[src/rtl/esfa_trace_recorder.sv]
// esfa_trace_recorder: records ESFA operations as 40-bit program words into a RAM write port, closed by a terminator
//   clk, reset                    clock, asynchronous active-high reset
//   start, finish                 open a recording (IDLE/DONE), close it (RECORD)
//   in_valid/in_ready + in_*      capture handshake and operation fields
//   mem_we/mem_ready/mem_addr/    registered RAM write request, held until granted
//   mem_wdata
//   busy, done, overflow,         status; overflow is sticky until the next accepted start
//   word_count                    words written including the terminator
module esfa_trace_recorder #(
   parameter int ADDR_W     = 8,
   parameter int MEM_DEPTH  = 256,
   parameter int FIFO_DEPTH = 4
) (
   input  logic              clk,
   input  logic              reset,
   input  logic              start,
   input  logic              finish,
   input  logic              in_valid,
   output logic              in_ready,
   input  logic              in_is_mutating,
   input  logic              in_is_metadata,
   input  logic [7:0]        in_new_index,
   input  logic [7:0]        in_new_value,
   input  logic [7:0]        in_metadata,
   input  logic [7:0]        in_selector,
   input  logic              in_result_bool,
   output logic              mem_we,
   input  logic              mem_ready,
   output logic [ADDR_W-1:0] mem_addr,
   output logic [39:0]       mem_wdata,
   output logic              busy,
   output logic              done,
   output logic              overflow,
   output logic [ADDR_W:0]   word_count
);
   localparam int FW = $clog2(FIFO_DEPTH);
   // one slot is always kept back for the terminator
   localparam logic [ADDR_W:0] CAP = (ADDR_W+1)'(MEM_DEPTH - 1);
   localparam logic [39:0] TERM_WORD = 40'h00_0000_0004;
   typedef enum logic [2:0] {S_IDLE, S_RECORD, S_DRAIN, S_TERM, S_DONE} state_t;
   state_t state_q, state_d;
   logic [FW:0] wr_ptr_q, wr_ptr_d, rd_ptr_q, rd_ptr_d;
   logic [39:0] fifo_mem_q [FIFO_DEPTH];
   logic [ADDR_W:0] acc_q, acc_d, cnt_q, cnt_d;
   logic mem_we_q, mem_we_d, ovf_q, ovf_d;
   logic [ADDR_W-1:0] mem_addr_q, mem_addr_d;
   logic [39:0] mem_wdata_q, mem_wdata_d, in_word;
   logic fifo_empty, fifo_full, cap_left, push, pop, wr_done;
   assign fifo_empty = wr_ptr_q == rd_ptr_q;
   assign fifo_full  = (wr_ptr_q[FW] != rd_ptr_q[FW]) && (wr_ptr_q[FW-1:0] == rd_ptr_q[FW-1:0]);
   assign cap_left   = acc_q < CAP;
   assign in_ready   = state_q == S_RECORD && !fifo_full && cap_left && !finish;
   assign push       = in_valid && in_ready;
   assign wr_done    = mem_we_q && mem_ready;
   // a new word may be popped in the same cycle the held one is granted
   assign pop        = (state_q == S_RECORD || state_q == S_DRAIN) && !fifo_empty && (!mem_we_q || mem_ready);
   assign in_word    = {in_selector, in_metadata, in_new_value, in_new_index, 4'h0, in_is_metadata, 1'b0,
                        in_is_mutating ? 1'b0 : in_result_bool, in_is_mutating};
   always_comb begin
      state_d     = state_q;
      wr_ptr_d    = wr_ptr_q + (FW+1)'(push);
      rd_ptr_d    = rd_ptr_q + (FW+1)'(pop);
      acc_d       = acc_q + (ADDR_W+1)'(push);
      cnt_d       = cnt_q + (ADDR_W+1)'(wr_done);
      ovf_d       = ovf_q || (state_q == S_RECORD && in_valid && !cap_left);
      mem_we_d    = mem_we_q && !mem_ready;
      mem_addr_d  = mem_addr_q;
      mem_wdata_d = mem_wdata_q;
      if (pop) begin
         mem_we_d    = 1'b1;
         mem_addr_d  = cnt_d[ADDR_W-1:0];
         mem_wdata_d = fifo_mem_q[rd_ptr_q[FW-1:0]];
      end
      case (state_q)
         S_IDLE, S_DONE: if (start) begin
            state_d  = S_RECORD;
            wr_ptr_d = '0;
            rd_ptr_d = '0;
            acc_d    = '0;
            cnt_d    = '0;
            ovf_d    = 1'b0;
         end
         S_RECORD: state_d = finish ? S_DRAIN : S_RECORD;
         S_DRAIN:  state_d = (fifo_empty && !mem_we_q) ? S_TERM : S_DRAIN;
         S_TERM: if (!mem_we_q) begin
            mem_we_d    = 1'b1;
            mem_addr_d  = cnt_q[ADDR_W-1:0];
            mem_wdata_d = TERM_WORD;
         end else if (mem_ready) begin
            state_d = S_DONE;
         end
         default: state_d = S_IDLE;
      endcase
   end
   always_ff @(posedge clk or posedge reset)
      if (reset) begin
         state_q     <= S_IDLE;
         wr_ptr_q    <= '0;
         rd_ptr_q    <= '0;
         acc_q       <= '0;
         cnt_q       <= '0;
         ovf_q       <= 1'b0;
         mem_we_q    <= 1'b0;
         mem_addr_q  <= '0;
         mem_wdata_q <= '0;
      end else begin
         state_q     <= state_d;
         wr_ptr_q    <= wr_ptr_d;
         rd_ptr_q    <= rd_ptr_d;
         acc_q       <= acc_d;
         cnt_q       <= cnt_d;
         ovf_q       <= ovf_d;
         mem_we_q    <= mem_we_d;
         mem_addr_q  <= mem_addr_d;
         mem_wdata_q <= mem_wdata_d;
      end
   always_ff @(posedge clk)
      if (push) fifo_mem_q[wr_ptr_q[FW-1:0]] <= in_word;
   assign mem_we     = mem_we_q;
   assign mem_addr   = mem_addr_q;
   assign mem_wdata  = mem_wdata_q;
   assign busy       = state_q == S_RECORD || state_q == S_DRAIN || state_q == S_TERM;
   assign done       = state_q == S_DONE;
   assign overflow   = ovf_q;
   assign word_count = cnt_q;
endmodule
[config.mk]
export PLATFORM = sky130hd
export DESIGN_NAME = esfa_trace_recorder
export DESIGN_NICKNAME = d
export VERILOG_FILES = /design/src/rtl/esfa_trace_recorder.sv
export SDC_FILE = /design/constraint.sdc
export NUM_CORES = 1
export LEC_CHECK = 0
export BUFFER_PORTS_ARGS = -buffer_cell sky130_fd_sc_hd__buf_2
export CORE_ASPECT_RATIO = 0.6
export CORE_UTILIZATION = 45
export DETAILED_ROUTE_END_ITERATION = 8
export GPL_ROUTABILITY_DRIVEN = 0
export PLACE_DENSITY = 0.72
export RECOVER_POWER = 25
export SYNTH_ARGS = -nofsm -noshare
export SYNTH_HDL_FRONTEND = slang
export SYNTH_SLANG_ARGS = --single-unit
[constraint.sdc]
create_clock -name clk -period 4.3 [get_ports clk]
set_input_delay 0.86 -clock clk [delete_from_list [all_inputs] [get_ports clk]]
set_output_delay 0.86 -clock clk [all_outputs]
set_load 0.01 [all_outputs]
Word-level counts from Yosys, hierarchy flattened
Memories as Yosys holds them, arrays and structs flattened.
Cells that the tools add are included.
W data, S select, Z words.
{"block": "totals", "ff_bits": 77, "ramBits": 140, "out_inout_bits": 62, "elab_cells": 78, "mem_count": 1}
{"memory": "fifo_mem_q", "words": 4, "width": 35, "rd": 1, "rd_ports_with_merged_regs": 0, "write_ports": 1, "line": "43", "rtl": "logic [39:0] fifo_mem_q [FIFO_DEPTH];"}
{"block": "op_classes", "n_addsub": 4, "magnitude_cmp": 1, "n_eq_ne": 10, "mux": 28, "reduce_logical": 25}
{"cell": "$mux W40", "n": 3}
{"cell": "$mux W9", "n": 4}
{"cell": "$mux W8", "n": 3}
{"cell": "$mux W3", "n": 7}
{"cell": "$add A9 B1 Y9", "n": 2}
{"cell": "$logic_and A1 B1 Y1", "n": 12}
{"cell": "$pmux W3 S4", "n": 1}
{"cell": "$lt A9 B8 Y1 const B", "n": 1}
{"cell": "$mux W1", "n": 9}
{"cell": "$add A3 B1 Y3", "n": 2}
{"cell": "$eq A3 B2 Y1 const B", "n": 2}
{"cell": "$logic_not A1 Y1", "n": 6}
{"cell": "$ne A2 B2 Y1 const B", "n": 3}
{"cell": "$logic_or A1 B1 Y1", "n": 4}
{"cell": "$eq A3 B1 Y1 const B", "n": 1}
{"cell": "$eq A3 B3 Y1", "n": 1}
{"cell": "$eq A3 B3 Y1 const B", "n": 1}
{"cell": "$logic_not A3 Y1", "n": 1}
{"cell": "$reduce_and A3 Y1", "n": 1}
{"cell": "$eq A2 B2 Y1", "n": 1}
{"cell": "$mux W2", "n": 1}
{"cell": "$reduce_or A2 Y1", "n": 1}
{"cell": "$ne A1 B1 Y1", "n": 1}

Logic depth before layout (Yosys ltp)
{"block": "logic_depth", "depth_word": 10, "ltp_mapped": 11, "ltp_nobuf": 10}

Least setup slack after synthesis
No wires, ideal clock.
{"block": "synth_path", "kind": "input port to flip-flop", "from": "input port finish", "to": "memory fifo_mem_q[2][0] in the netlist's numbering, enable pin", "arrival_time_ps": 4095, "required_time_ps": 3822, "path_slack_ps": -273, "cell_stages": 3, "path_buffers": 0, "path_cell_list": "nand2b_1 a2111o_1 nor3b_1"}
{"block": "synth_between", "elab_chain_cells": 5}
{"element": "start, declared", "line": "17", "rtl": "input logic finish,"}
{"element": "$logic_not A1 Y1", "line": "52", "rtl": "assign in_ready = state_q == S_RECORD && !fifo_full && cap_left && !finish;"}
{"element": "$logic_and A1 B1 Y1", "line": "52"}
{"element": "$logic_and A1 B1 Y1", "line": "53", "rtl": "assign push = in_valid && in_ready;"}
{"element": "$mux W1", "line": "118", "rtl": "if (push) fifo_mem_q[wr_ptr_q[FW-1:0]] <= in_word;"}
{"element": "$mux W1 (implied by the code)", "line": "118"}
{"element": "end, declared", "line": "43"}
Every way passes these cells.

Worst setup path in the final report
{"block": "layout_path", "from": "register wr_ptr_q[1]", "to": "memory fifo_mem_q[3][28] in the netlist's numbering, enable pin"}
{"block": "layout_between", "elab_chain_cells": 9}
{"element": "start, declared", "line": "42", "rtl": "logic [FW:0] wr_ptr_q, wr_ptr_d, rd_ptr_q, rd_ptr_d;"}
{"element": "start signal, assigned", "line": "108", "rtl": "wr_ptr_q <= wr_ptr_d;"}
{"element": "$eq A2 B2 Y1", "line": "50", "rtl": "assign fifo_full = (wr_ptr_q[FW] != rd_ptr_q[FW]) && (wr_ptr_q[FW-1:0] == rd_ptr_q[FW-1:0]);"}
{"element": "$logic_and A1 B1 Y1", "line": "50"}
{"element": "$logic_not A1 Y1", "line": "52"}
{"element": "$logic_and A1 B1 Y1 (3 in a row)", "line": "52"}
{"element": "$logic_and A1 B1 Y1", "line": "53"}
{"element": "$mux W1", "line": "118"}
{"element": "$mux W1 (implied by the code)", "line": "118"}
Parallel ways exist; a longest one is shown, timed or not.

==> reports/results.ini <==
[status]
status = finished, final reports clean

[timing]
hold_violations = 0
fin_crit_ps = 2870
final.period_utilization = 0.668
fmax_mhz = 348
slew_headroom = 0.220
setup_violations = 0
tns_ps = 0
rsz0062_at_grt = no
slew_violations = 0
holdWs_ps = 500
finalClockSkew_ps = 5.80
worstMarginPinSlew_ps = 1170

[detailed_routing]
first_pass_iters = 5
wl_um = 18800
drc = 0
routedWlPerCell_um = 20.5
route.met3.wl_um = 1210
viasPerCell = 5.67
wl_met2_um = 8470
routed.top_layer = met5
vias = 5180
m1WireLength_um = 8770
antenna_left = 0
drt_iter0_drc = 350

[cells_and_area]
regArea_um2 = 6130
multi_input_area_um2 = 2400
syn_to_final_growth_pct = 16.3
nets = 709
fill_cells = 1495
drive_gt1_frac = 0.239
final_util = 0.546
diodes = 0

[pwr]
leakagePower_nw = 3.78
powerDensity_nw_per_um2 = 685
ir_drop_v = 0.000322

[worst_setup_path]
r2r-end = fifo_mem_q[3][28]$_DFFE_PP_
rr_startpoint = wr_ptr_q[1]$_DFF_PP0_
reg2regPathDepth = 5
worstPathMaxFanout = 20
cp-start-kind = flop
cp.arrival_ps = 3050
r2r_setup_slack_ps = 1430
crit_path_end_kind = flop
worstSetupPathType = reg2reg
cp.required_ps = 4480

[synthesis]
ys.flop_type = edfxtp_1
avgSynthCellArea_um2 = 15.4
synth_edf_count = 140
syn-instance-count = 563
synth_top_area_share = 0.485
syn_area_um2 = 8660
synth_cell_type_count = 47
synth.largest_area_cell = edfxtp_1
ys_ff_latch = 217
ys_seq_area_frac = 0.708
synth_warnings = 0
synthTopCellsByArea = edfxtp_1 49%, dfrtp_1 22%, mux4_2 9.1%, nand3_1 2.5%, a21oi_1 2.4%
synthArstFlopShare = 0.355
synth_fp_nets = 612

[placed_design]
portBuffers = 102
dp_hpwl_um = 11700

[min_path]
min-delay-start = mem_wdata[2]$_DFF_PP0_
hold_class = reg2reg
min_to = mem_wdata[2]$_DFF_PP0_
whs_path_depth = 1

[global_route]
antenna_found_initial = 1
grt_pass1_wl_um = 29400
overflow = 0
grt_pass1_vias = 5286
grtUsageTotal = 0.195
grt_max_degree = 62

[clocking]
post_cts_resized = 0
cts.sinks = 217
clock_latency_ps = 490
cts_buffer_depth = 3
htree_levels = 1
tritoncts = done
clk_pin_slew_ps = 60
root_buffer = clkbuf_16
hold_buffers = 0
cts_buffers = 20
post_cts_buffers = 0

[floorplan]
ioPinCount = 103
initial_utilization = 0.469
core_area_um2 = 18400
die_y_um = 109
row_count = 38
die_width_um = 181
dieArea_um2 = 19800

[job]
max_cap_violations = 0

## registers in the layout (all words and copies together) (netlist names), 3 cells and up
| register | flops |
|---|---|
| fifo_mem_q | 140 |
| mem_wdata | 40 |
| acc_q | 9 |
| word_count | 9 |
| mem_addr | 8 |
| rd_ptr_q | 3 |
| state_q | 3 |
| wr_ptr_q | 3 |
## worst max-delay path by stage
stage                                start  cells past startpoint                     endpoint
finish               wr_ptr_q[1]$_DFF_PP0_                      5  fifo_mem_q[3][28]$_DFFE_PP_
global route        state_q[1]$_DFFE_PP0P_                      5  fifo_mem_q[3][29]$_DFFE_PP_
CTS                  wr_ptr_q[1]$_DFF_PP0_                      5  fifo_mem_q[3][29]$_DFFE_PP_
detailed placement                  finish                      5  fifo_mem_q[3][31]$_DFFE_PP_
global placement                    finish                      5  fifo_mem_q[3][30]$_DFFE_PP_
floorplan                           finish                      3   fifo_mem_q[3][0]$_DFFE_PP_
## placed cells by master (no fill, tap or decap), drive strengths merged, types with 8 or more instances in the layout
master,synthesis,routed
edfxtp,140,140
buf,15,82
dfrtp,77,77
clkbuf,24,61
nand3,44,44
a21oi,41,41
o21ai,40,40
mux4,35,35
nor2,27,27
nand2,19,19
nor2b,12,12
xnor2,11,11
ha,8,8
nor3,8,8
## where the power goes
| part | switching [mW] | internal, mW |
|---|---|---|
| logic | 1.54 | 0.880 |
| registers | 0.181 | 2.52 |
| clock network | 0.745 | 1.04 |
## logic make-up (layout without fill, tap and decap cells)
group | after synthesis | in the layout | synth area share
DFF | 217 | 217 | 0.708
muxes | 35 | 35 | 0.0910
xor gates and xnor gates | 17 | 17 | 0.0172
and+or+nand+nor | 134 | 134 | 0.0795
AOI/OAI and AO/OA | 106 | 106 | 0.0709
buffers and inverters | 46 | 157 | 0.0218
adders and majority gates | 8 | 8 | 0.0116
## metal layers
| metal | track usage | up-vias |
|---|---|---|
| met5 | 0 | - |
| met1 | 0.282 | 2629 |
| met4 | 0.0484 | 2 |
| met3 | 0.0394 | 26 |
| met2 | 0.308 | 181 |
| li1 | - | 2342 |
## layout make-up
type                    count  area share
clock buffers              29      0.0562
multi-input cells         300       0.238
well taps                 240      0.0298
repair buffers            114      0.0557
inverters                   7     0.00273
flip-flops and latches    217       0.609
clock inverters             7     0.00832
## per-stage QoR
step	power (mW)	cells	worst slack, ps	instance area [µm²]
after floorplan	4.35	563	875	8670
after global placement	5.06	878	1340	9460
after detailed placement	5.16	878	1310	9460
after CTS	6.95	914	1390	10100
after global routing	7.28	914	1210	10100
final	6.90	914	1430	10100
## critical path, cell delays in order (launching register included)
cell,delay (ps)
dfrtp_1,540
xor2_1,370
nor2_1,120
a2111o_1,600
nor2_4,560
buf_4,360
## cell usage after synthesis (2+ instances only)
| library cell | n |
|---|---|
| edfxtp_1 | 140 |
| dfrtp_1 | 77 |
| nand3_1 | 44 |
| a21oi_1 | 41 |
| o21ai_0 | 38 |
| mux4_2 | 35 |
| nor2_1 | 27 |
| clkbuf_1 | 24 |
| nand2_1 | 18 |
| nor2b_1 | 12 |
| xnor2_1 | 11 |
| buf_2 | 10 |
| ha_1 | 8 |
| inv_1 | 6 |
| nor3_1 | 6 |
| xor2_1 | 6 |
| and3_1 | 5 |
| nor3b_1 | 5 |
| buf_1 | 4 |
| or3_1 | 4 |
| a31oi_1 | 3 |
| nand4_1 | 3 |
| o211ai_1 | 3 |
| o31ai_1 | 3 |
| a211oi_1 | 2 |
| a221o_1 | 2 |
| and2_1 | 2 |
| nand2b_1 | 2 |
| nor3_2 | 2 |
| o21ai_1 | 2 |
| o31a_1 | 2 |
No activity file was read; power rests on OpenSTA's default activity.
